`src/rtl/core_pkg.sv`:
```
// Shared definitions for the 16-bit pipelined core: instruction field
// positions, register-index width derivation and the history entry format
// used by the forwarding/interlock logic.
package core_pkg;

  localparam int INSTR_W = 16;
  localparam int OPC_LSB = 12;
  localparam int RD_LSB  = 9;
  localparam int RS1_LSB = 6;
  localparam int RS2_LSB = 3;
  localparam int FIELD_W = 3;

  // Widest register index a history entry can hold; narrower indices are
  // zero-extended so the struct stays independent of NREG.
  localparam int REG_W_MAX = 8;

  function automatic int reg_idx_w(input int nreg);
    return (nreg <= 2) ? 1 : $clog2(nreg);
  endfunction

  typedef struct packed {
    logic                 v;
    logic [REG_W_MAX-1:0] dest;
    logic                 writes;
    logic                 is_load;
  } hist_entry_t;

  localparam int HE_W = $bits(hist_entry_t);

endpackage

```
`src/rtl/fwd_hazard_unit_if.sv`:
```
// Decode-side bundle of the forwarding/interlock unit. master = decode
// stage, slave = the hazard unit.
interface fwd_hazard_unit_if
  import core_pkg::*;
#(
  parameter int DEPTH = 2,
  parameter int NREG  = 8,
  parameter int CNT_W = 16
);

  localparam int RW = reg_idx_w(NREG);
  localparam int FW = $clog2(DEPTH + 1);

  logic             in_valid;
  logic             in_ready;
  logic [RW-1:0]    src_a;
  logic [RW-1:0]    src_b;
  logic             use_a;
  logic             use_b;
  logic [RW-1:0]    dest;
  logic             writes;
  logic             is_load;
  logic             flush;
  logic [FW-1:0]    fwd_a;
  logic [FW-1:0]    fwd_b;
  logic             stall;
  logic [CNT_W-1:0] stall_count;

  modport master (
    output in_valid, src_a, src_b, use_a, use_b, dest, writes, is_load, flush,
    input  in_ready, fwd_a, fwd_b, stall, stall_count
  );

  modport slave (
    input  in_valid, src_a, src_b, use_a, use_b, dest, writes, is_load, flush,
    output in_ready, fwd_a, fwd_b, stall, stall_count
  );

endinterface

```
`src/rtl/fwd_hazard_unit_match.sv`:
```
// Per-operand youngest-match search over the issue history. Returns the
// slot number of the youngest producer of src (0 = none) and whether that
// producer is a load.
module fwd_match
  import core_pkg::*;
#(
  parameter int DEPTH    = 2,
  parameter int RW       = 3,
  parameter int ZERO_REG = 0
) (
  input  logic [RW-1:0]                src,
  input  logic                         use_s,
  input  logic [DEPTH*HE_W-1:0]        hist_flat,
  output logic [$clog2(DEPTH+1)-1:0]   match_idx,
  output logic                         match_load
);

  localparam int FW = $clog2(DEPTH + 1);

  // Scan oldest to youngest so the youngest hit overwrites older ones.
  always_comb begin
    hist_entry_t ent;
    logic        src_zero;
    match_idx  = '0;
    match_load = 1'b0;
    ent        = '0;
    src_zero   = (ZERO_REG != 0) && (src == '0);
    for (int k = DEPTH; k >= 1; k--) begin
      ent = hist_entry_t'(hist_flat[(k-1)*HE_W +: HE_W]);
      if (ent.v && ent.writes && use_s && !src_zero &&
          ent.dest == REG_W_MAX'(src)) begin
        match_idx  = FW'(k);
        match_load = ent.is_load;
      end
    end
  end

endmodule

```
`src/rtl/fwd_hazard_unit.sv`:
```
// Operand-forwarding and load-use interlock unit. Holds the write-back
// history of the last DEPTH issued instructions, selects the forwarding
// source per operand and stalls decode while a load result is too young.
module fwd_hazard_unit
  import core_pkg::*;
#(
  parameter int DEPTH     = 2,
  parameter int NREG      = 8,
  parameter int LOAD_SLOT = 2,
  parameter int ZERO_REG  = 0,
  parameter int CNT_W     = 16
) (
  input logic               clk,
  input logic               rst,
  fwd_hazard_unit_if.slave  bus
);

  localparam int RW = reg_idx_w(NREG);
  localparam int FW = $clog2(DEPTH + 1);

  // Registered history: slot 1 is the most recently issued instruction.
  logic                 hist_v_p1    [1:DEPTH];
  logic [REG_W_MAX-1:0] hist_dest_p1 [1:DEPTH];
  logic                 hist_wr_p1   [1:DEPTH];
  logic                 hist_ld_p1   [1:DEPTH];

  logic [DEPTH*HE_W-1:0] hist_flat;
  logic [FW-1:0]         idx_a;
  logic [FW-1:0]         idx_b;
  logic                  ld_a;
  logic                  ld_b;
  logic                  stall_c;
  logic                  push;
  logic [CNT_W-1:0]      stall_cnt_p1;

  // A producer is too young when it is a load still in front of LOAD_SLOT.
  function automatic logic too_young(input logic [FW-1:0] idx, input logic ld);
    return ld && (idx != '0) && (int'(idx) < LOAD_SLOT);
  endfunction

  function automatic logic [CNT_W-1:0] sat_inc(input logic [CNT_W-1:0] cnt);
    return (&cnt) ? cnt : cnt + 1'b1;
  endfunction

  // Pack the history into the flat entry vector the matchers consume.
  always_comb begin
    hist_flat = '0;
    for (int k = 1; k <= DEPTH; k++) begin
      hist_flat[(k-1)*HE_W +: HE_W] =
        {hist_v_p1[k], hist_dest_p1[k], hist_wr_p1[k], hist_ld_p1[k]};
    end
  end

  fwd_match #(.DEPTH(DEPTH), .RW(RW), .ZERO_REG(ZERO_REG)) u_match_a (
    .src        (bus.src_a),
    .use_s      (bus.use_a),
    .hist_flat  (hist_flat),
    .match_idx  (idx_a),
    .match_load (ld_a)
  );

  fwd_match #(.DEPTH(DEPTH), .RW(RW), .ZERO_REG(ZERO_REG)) u_match_b (
    .src        (bus.src_b),
    .use_s      (bus.use_b),
    .hist_flat  (hist_flat),
    .match_idx  (idx_b),
    .match_load (ld_b)
  );

  assign stall_c         = bus.in_valid & (too_young(idx_a, ld_a) | too_young(idx_b, ld_b));
  assign push            = bus.in_valid & ~stall_c;
  assign bus.stall       = stall_c;
  assign bus.in_ready    = push;
  assign bus.fwd_a       = bus.in_valid ? idx_a : '0;
  assign bus.fwd_b       = bus.in_valid ? idx_b : '0;
  assign bus.stall_count = stall_cnt_p1;

  // ---- issue -> history stage ----
  // Valid bits: shift in the accepted instruction or a bubble; flush empties.
  always_ff @(posedge clk or posedge rst) begin
    if (rst) begin
      for (int k = 1; k <= DEPTH; k++) hist_v_p1[k] <= 1'b0;
    end else if (bus.flush) begin
      for (int k = 1; k <= DEPTH; k++) hist_v_p1[k] <= 1'b0;
    end else begin
      hist_v_p1[1] <= push;
      for (int k = 2; k <= DEPTH; k++) hist_v_p1[k] <= hist_v_p1[k-1];
    end
  end

  // Payload shifts unconditionally; it is only meaningful where v is set.
  always_ff @(posedge clk) begin
    hist_dest_p1[1] <= REG_W_MAX'(bus.dest);
    hist_wr_p1[1]   <= bus.writes;
    hist_ld_p1[1]   <= bus.is_load;
    for (int k = 2; k <= DEPTH; k++) begin
      hist_dest_p1[k] <= hist_dest_p1[k-1];
      hist_wr_p1[k]   <= hist_wr_p1[k-1];
      hist_ld_p1[k]   <= hist_ld_p1[k-1];
    end
  end

  // Saturating count of interlock cycles.
  always_ff @(posedge clk or posedge rst) begin
    if (rst)          stall_cnt_p1 <= '0;
    else if (stall_c) stall_cnt_p1 <= sat_inc(stall_cnt_p1);
  end

endmodule
```
`src/flat_wrapper.sv`:
```
// flat-port wrapper written by rule: the top's interface ports become plain ports
module fwd_hazard_unit_flat import core_pkg::*;
#(
  parameter int DEPTH     = 2,
  parameter int NREG      = 8,
  parameter int LOAD_SLOT = 2,
  parameter int ZERO_REG  = 0,
  parameter int CNT_W     = 16
)
  (clk, rst, bus_in_valid, bus_src_a, bus_src_b, bus_use_a, bus_use_b, bus_dest, bus_writes, bus_is_load, bus_flush, bus_in_ready, bus_fwd_a, bus_fwd_b, bus_stall, bus_stall_count);
  fwd_hazard_unit_if #(.DEPTH(DEPTH), .NREG(NREG), .CNT_W(CNT_W)) bus_i ();
  input logic clk;
  input logic rst;
  input wire logic [$bits(bus_i.in_valid)-1:0] bus_in_valid;
  input wire logic [$bits(bus_i.src_a)-1:0] bus_src_a;
  input wire logic [$bits(bus_i.src_b)-1:0] bus_src_b;
  input wire logic [$bits(bus_i.use_a)-1:0] bus_use_a;
  input wire logic [$bits(bus_i.use_b)-1:0] bus_use_b;
  input wire logic [$bits(bus_i.dest)-1:0] bus_dest;
  input wire logic [$bits(bus_i.writes)-1:0] bus_writes;
  input wire logic [$bits(bus_i.is_load)-1:0] bus_is_load;
  input wire logic [$bits(bus_i.flush)-1:0] bus_flush;
  output wire logic [$bits(bus_i.in_ready)-1:0] bus_in_ready;
  output wire logic [$bits(bus_i.fwd_a)-1:0] bus_fwd_a;
  output wire logic [$bits(bus_i.fwd_b)-1:0] bus_fwd_b;
  output wire logic [$bits(bus_i.stall)-1:0] bus_stall;
  output wire logic [$bits(bus_i.stall_count)-1:0] bus_stall_count;
  assign bus_i.in_valid = bus_in_valid;
  assign bus_i.src_a = bus_src_a;
  assign bus_i.src_b = bus_src_b;
  assign bus_i.use_a = bus_use_a;
  assign bus_i.use_b = bus_use_b;
  assign bus_i.dest = bus_dest;
  assign bus_i.writes = bus_writes;
  assign bus_i.is_load = bus_is_load;
  assign bus_i.flush = bus_flush;
  assign bus_in_ready = bus_i.in_ready;
  assign bus_fwd_a = bus_i.fwd_a;
  assign bus_fwd_b = bus_i.fwd_b;
  assign bus_stall = bus_i.stall;
  assign bus_stall_count = bus_i.stall_count;
  fwd_hazard_unit #(.DEPTH(DEPTH), .NREG(NREG), .LOAD_SLOT(LOAD_SLOT), .ZERO_REG(ZERO_REG), .CNT_W(CNT_W)) u_core (.clk(clk), .rst(rst), .bus(bus_i));
endmodule
```
`config.mk`:
```
export PLATFORM = sky130hd
export DESIGN_NAME = fwd_hazard_unit_flat
export DESIGN_NICKNAME = d
export VERILOG_FILES = /design/src/rtl/core_pkg.sv /design/src/rtl/fwd_hazard_unit_if.sv /design/src/rtl/fwd_hazard_unit_match.sv /design/src/rtl/fwd_hazard_unit.sv /design/src/flat_wrapper.sv
export SDC_FILE = /design/constraint.sdc
export NUM_CORES = 1
export LEC_CHECK = 0
export CAP_MARGIN = 20
export CORE_MARGIN = 1.5
export CORE_UTILIZATION = 45
export DETAILED_ROUTE_END_ITERATION = 10
export PLACE_DENSITY = 0.87
export SLEW_MARGIN = 30
export SYNTH_ARGS = -nofsm -noshare
export SYNTH_HDL_FRONTEND = slang
export SYNTH_SLANG_ARGS = --single-unit
export TNS_END_PERCENT = 20
```
`constraint.sdc`:
```
create_clock -name clk -period 2.3 [get_ports clk]
set_input_delay 0.23 -clock clk [delete_from_list [all_inputs] [get_ports clk]]
set_output_delay 0.23 -clock clk [all_outputs]
set_load 0.05 [all_outputs]
```
==> results.sh <==
export IMPL_ys_seq_elements=27
export IMPL_placed_area_um2=1684
export IMPL_ios=39
export IMPL_slowest_stage="or4_4"
export IMPL_ctsLongestPathBuffers=2
export IMPL_postSynthAreaPerCell_um2=10.89
export IMPL_drtAntennaViolNets=0
export IMPL_crit_top_cell="buf_4"
export IMPL_final_area_um2=1720
export IMPL_cp_num_buf_inv=2
export IMPL_grt_max_degree=19
export IMPL_crit_family="simple AND/OR/NAND/NOR gates"
export IMPL_path_cells="xor2_1, or4_4, buf_4, and3_1, buf_4"
export IMPL_die_w_um=55.52
export IMPL_hp_class="in2async"
export IMPL_slowest_delay_ns=0.57
export IMPL_holdBufCountCts=0
export IMPL_synth_cell_area_um2=1241
export IMPL_setup_worst_path_end="bus_fwd_b[1]"
export IMPL_leakage_uw=0.0007385
export IMPL_netlist_instances=114
export IMPL_syn_nets=132
export IMPL_status="finished clean"
export IMPL_worst_r2r_endpoint="u_core.bus.stall_count[6]"
export IMPL_die_h_um=55.52
export IMPL_worst_slew_pin_slew_ns=0.6720
export IMPL_grt_pass1_vias=1046
export IMPL_place_worst_setup_slack_ns=-0.03110
export IMPL_cts_made_buffers=3
export IMPL_arrival_ns=1.94
export IMPL_vias=1011
export IMPL_startpoint="u_core.hist_dest_p1[1][2]"
export IMPL_cp_depth=5
export IMPL_drt_wirelength_per_cell_um=13.63
export IMPL_cts_resized=1
export IMPL_finalMaxSlewViolations=0
export IMPL_core_area_um2=2545
export IMPL_grt_ovfl_total=0
export IMPL_io_buffers=38
export IMPL_wl_um=2535
export IMPL_reg2reg_slack_ns=0.36
export IMPL_crit_type="reg2out"
export IMPL_fin_skew_ns=0.009253
export IMPL_insertion_delay_ns=0.33
export IMPL_start_util_pct=48.77
export IMPL_num_antenna_cells=0
export IMPL_dpl_hpwl_um=2041
export IMPL_rsz0062_at_grt="false"
export IMPL_h_tree_depth=1
export IMPL_die_area_um2=3082
export IMPL_syn_to_final_growth_pct=38.61
export IMPL_p_per_area_nw_per_um2=468.8
export IMPL_nNetsFinal=175
export IMPL_first_iter_violations=13
export IMPL_setup_tns_ns=0
export IMPL_hold_viol=0
export IMPL_rows=18
export IMPL_netlist_cell_type_count=27
export IMPL_drc=0
export IMPL_mostFrequentLayoutCell="clkdlybuf4s50_1"
export IMPL_cts_num_sinks=27
export IMPL_relSlewSlack_pct=55.15
export IMPL_cp_max_fo=3
export IMPL_post_cts_buffers=0
export IMPL_drv_cap=0
export IMPL_setup_ws_ns=0.1282
export IMPL_ctsRootBufferMaster="clkbuf_4"
export IMPL_vias_per_cell=5.435
export IMPL_reg2reg_depth=6
export IMPL_drive_above_1_share_pct=11.54
export IMPL_period_minus_slack_ns=2.172
export IMPL_post_route_period_util_pct=94.43
export IMPL_antenna_found_initial=0
export IMPL_cts_tree="built"
export IMPL_grtUsageTotal_pct=17.82
export IMPL_setup_viol=0
export IMPL_r2r_start="u_core.hist_dest_p1[1][2]"
export IMPL_gp_congestion=0.7820
export IMPL_peakVddDrop_v=0.0004034
export IMPL_clkTransAtPathRegs_ns=0.15
export IMPL_endpoint_kind="primary output"
export IMPL_cp_required_ns=2.07
export IMPL_n_fill_cell=202
export IMPL_start_kind="flip-flop"
export IMPL_ys_seq_area_share_pct=50.81
export IMPL_finish_utilization_pct=67.60
export IMPL_fmax_mhz=460.4
export IMPL_drt_first_pass_iters=4
export IMPL_grt_first_pass_wirelength_um=4333
export IMPL_fin_total_pwr_uw=806.5
export IMPL_final_cell_mix="clkdlybuf4s50_1 (32), dfrtp_1 (18), xor2_1 (13), xnor2_1 (13), nand4_1 (10)"
export IMPL_yosysWarnings=0
## cell usage after synthesis
library cell,number,area [µm²]
dfrtp_1,18,450.4
xnor2_1,13,113.9
xor2_1,13,113.9
nand4_1,10,62.56
dfxtp_1,9,180.2
nand3_1,9,45.04
and3_1,8,50.05
nand2_1,6,22.52
inv_1,3,11.26
nor2_1,3,11.26
nor4_1,3,18.77
a21oi_1,2,10.01
and4_1,2,17.52
nor2b_1,2,12.51
a211oi_4,1,20.02
a21oi_2,1,8.760
a31oi_1,1,6.260
and2_1,1,6.260
buf_2,1,5.000
buf_6,1,11.26
clkbuf_1,1,3.750
ha_1,1,12.51
mux2_1,1,11.26
mux2i_1,1,10.01
nor3b_1,1,7.510
or4_1,1,7.510
or4_4,1,11.26
## worst register-to-register path, stage by stage (launching register included)
cell      delay, ns
dfxtp_1        0.36
xor2_1         0.15
or4_4          0.58
a211oi_4       0.27
buf_4          0.19
nand4_1        0.13
xnor2_1        0.16
## through the flow
step                hold WS, ns  instances
finish                   0.2741        186
global route             0.3018        186
CTS                      0.2897        186
detailed placement       0.3653        182
global placement         0.3629        182
floorplan                0.1686        114
## worst min path at each step
stage                         start                    endpoint  slack [ns]
3_3_place_gp   u_core.hist_wr_p1[1]        u_core.hist_wr_p1[2]        0.36
5_1_grt                  bus_writes        u_core.hist_wr_p1[1]        0.30
3_5_place_dp   u_core.hist_wr_p1[1]        u_core.hist_wr_p1[2]        0.37
4_1_cts                         rst  u_core.bus.stall_count[15]        0.29
2_1_floorplan                   rst   u_core.bus.stall_count[0]        0.17
6_report                        rst  u_core.bus.stall_count[15]        0.27
## area by class of cell
class | instances | area [µm²] | share of cell area (%)
Multi-Input combinational cell | 81 | 585.6 | 34.04
Inverter | 3 | 11.26 | 0.6545
Timing Repair Buffer | 41 | 425.4 | 24.73
Clock buffer | 3 | 22.52 | 1.309
Sequential cell | 27 | 630.6 | 36.65
Clock inverter | 1 | 7.507 | 0.4364
Tap cell | 30 | 37.54 | 2.182
## cells by family after synthesis
group	after synthesis	share of synthesized area, %
mux	2	1.714
xor+xnor	26	18.35
simple gates	47	21.98
compound gates	5	3.630
flops	27	50.81
fa+ha+maj	1	1.008
buf+inv	6	2.519
## report_power, final
| group | switching (µW) | total (µW) | internal [µW] |
|---|---|---|---|
| Combinational | 51.6 | 100 | 48.8 |
| Sequential | 13.1 | 500 | 487 |
| Clock | 139 | 206 | 66.6 |
| Total | 204 | 806 | 603 |
## registers in the layout, summed over array words and instances (netlist names)
name / count
u_core.hist_dest_p1: 6
u_core.hist_flat: 2
u_core.bus.stall_count: 16
u_core.hist_wr_p1: 2
u_core.hist_ld_p1: 1
## layer usage
metal / vias to the layer above / track usage (%) / share of wire, %
met2: 39 / 31.97 / 53
met4: 0 / 9.408 / 1.5
met3: 4 / 3.044 / 5.3
met1: 483 / 19.91 / 40
met5: - / 0 / 0
li1: 485 / - / -
Note: power is estimated with default switching activity, not from simulation.
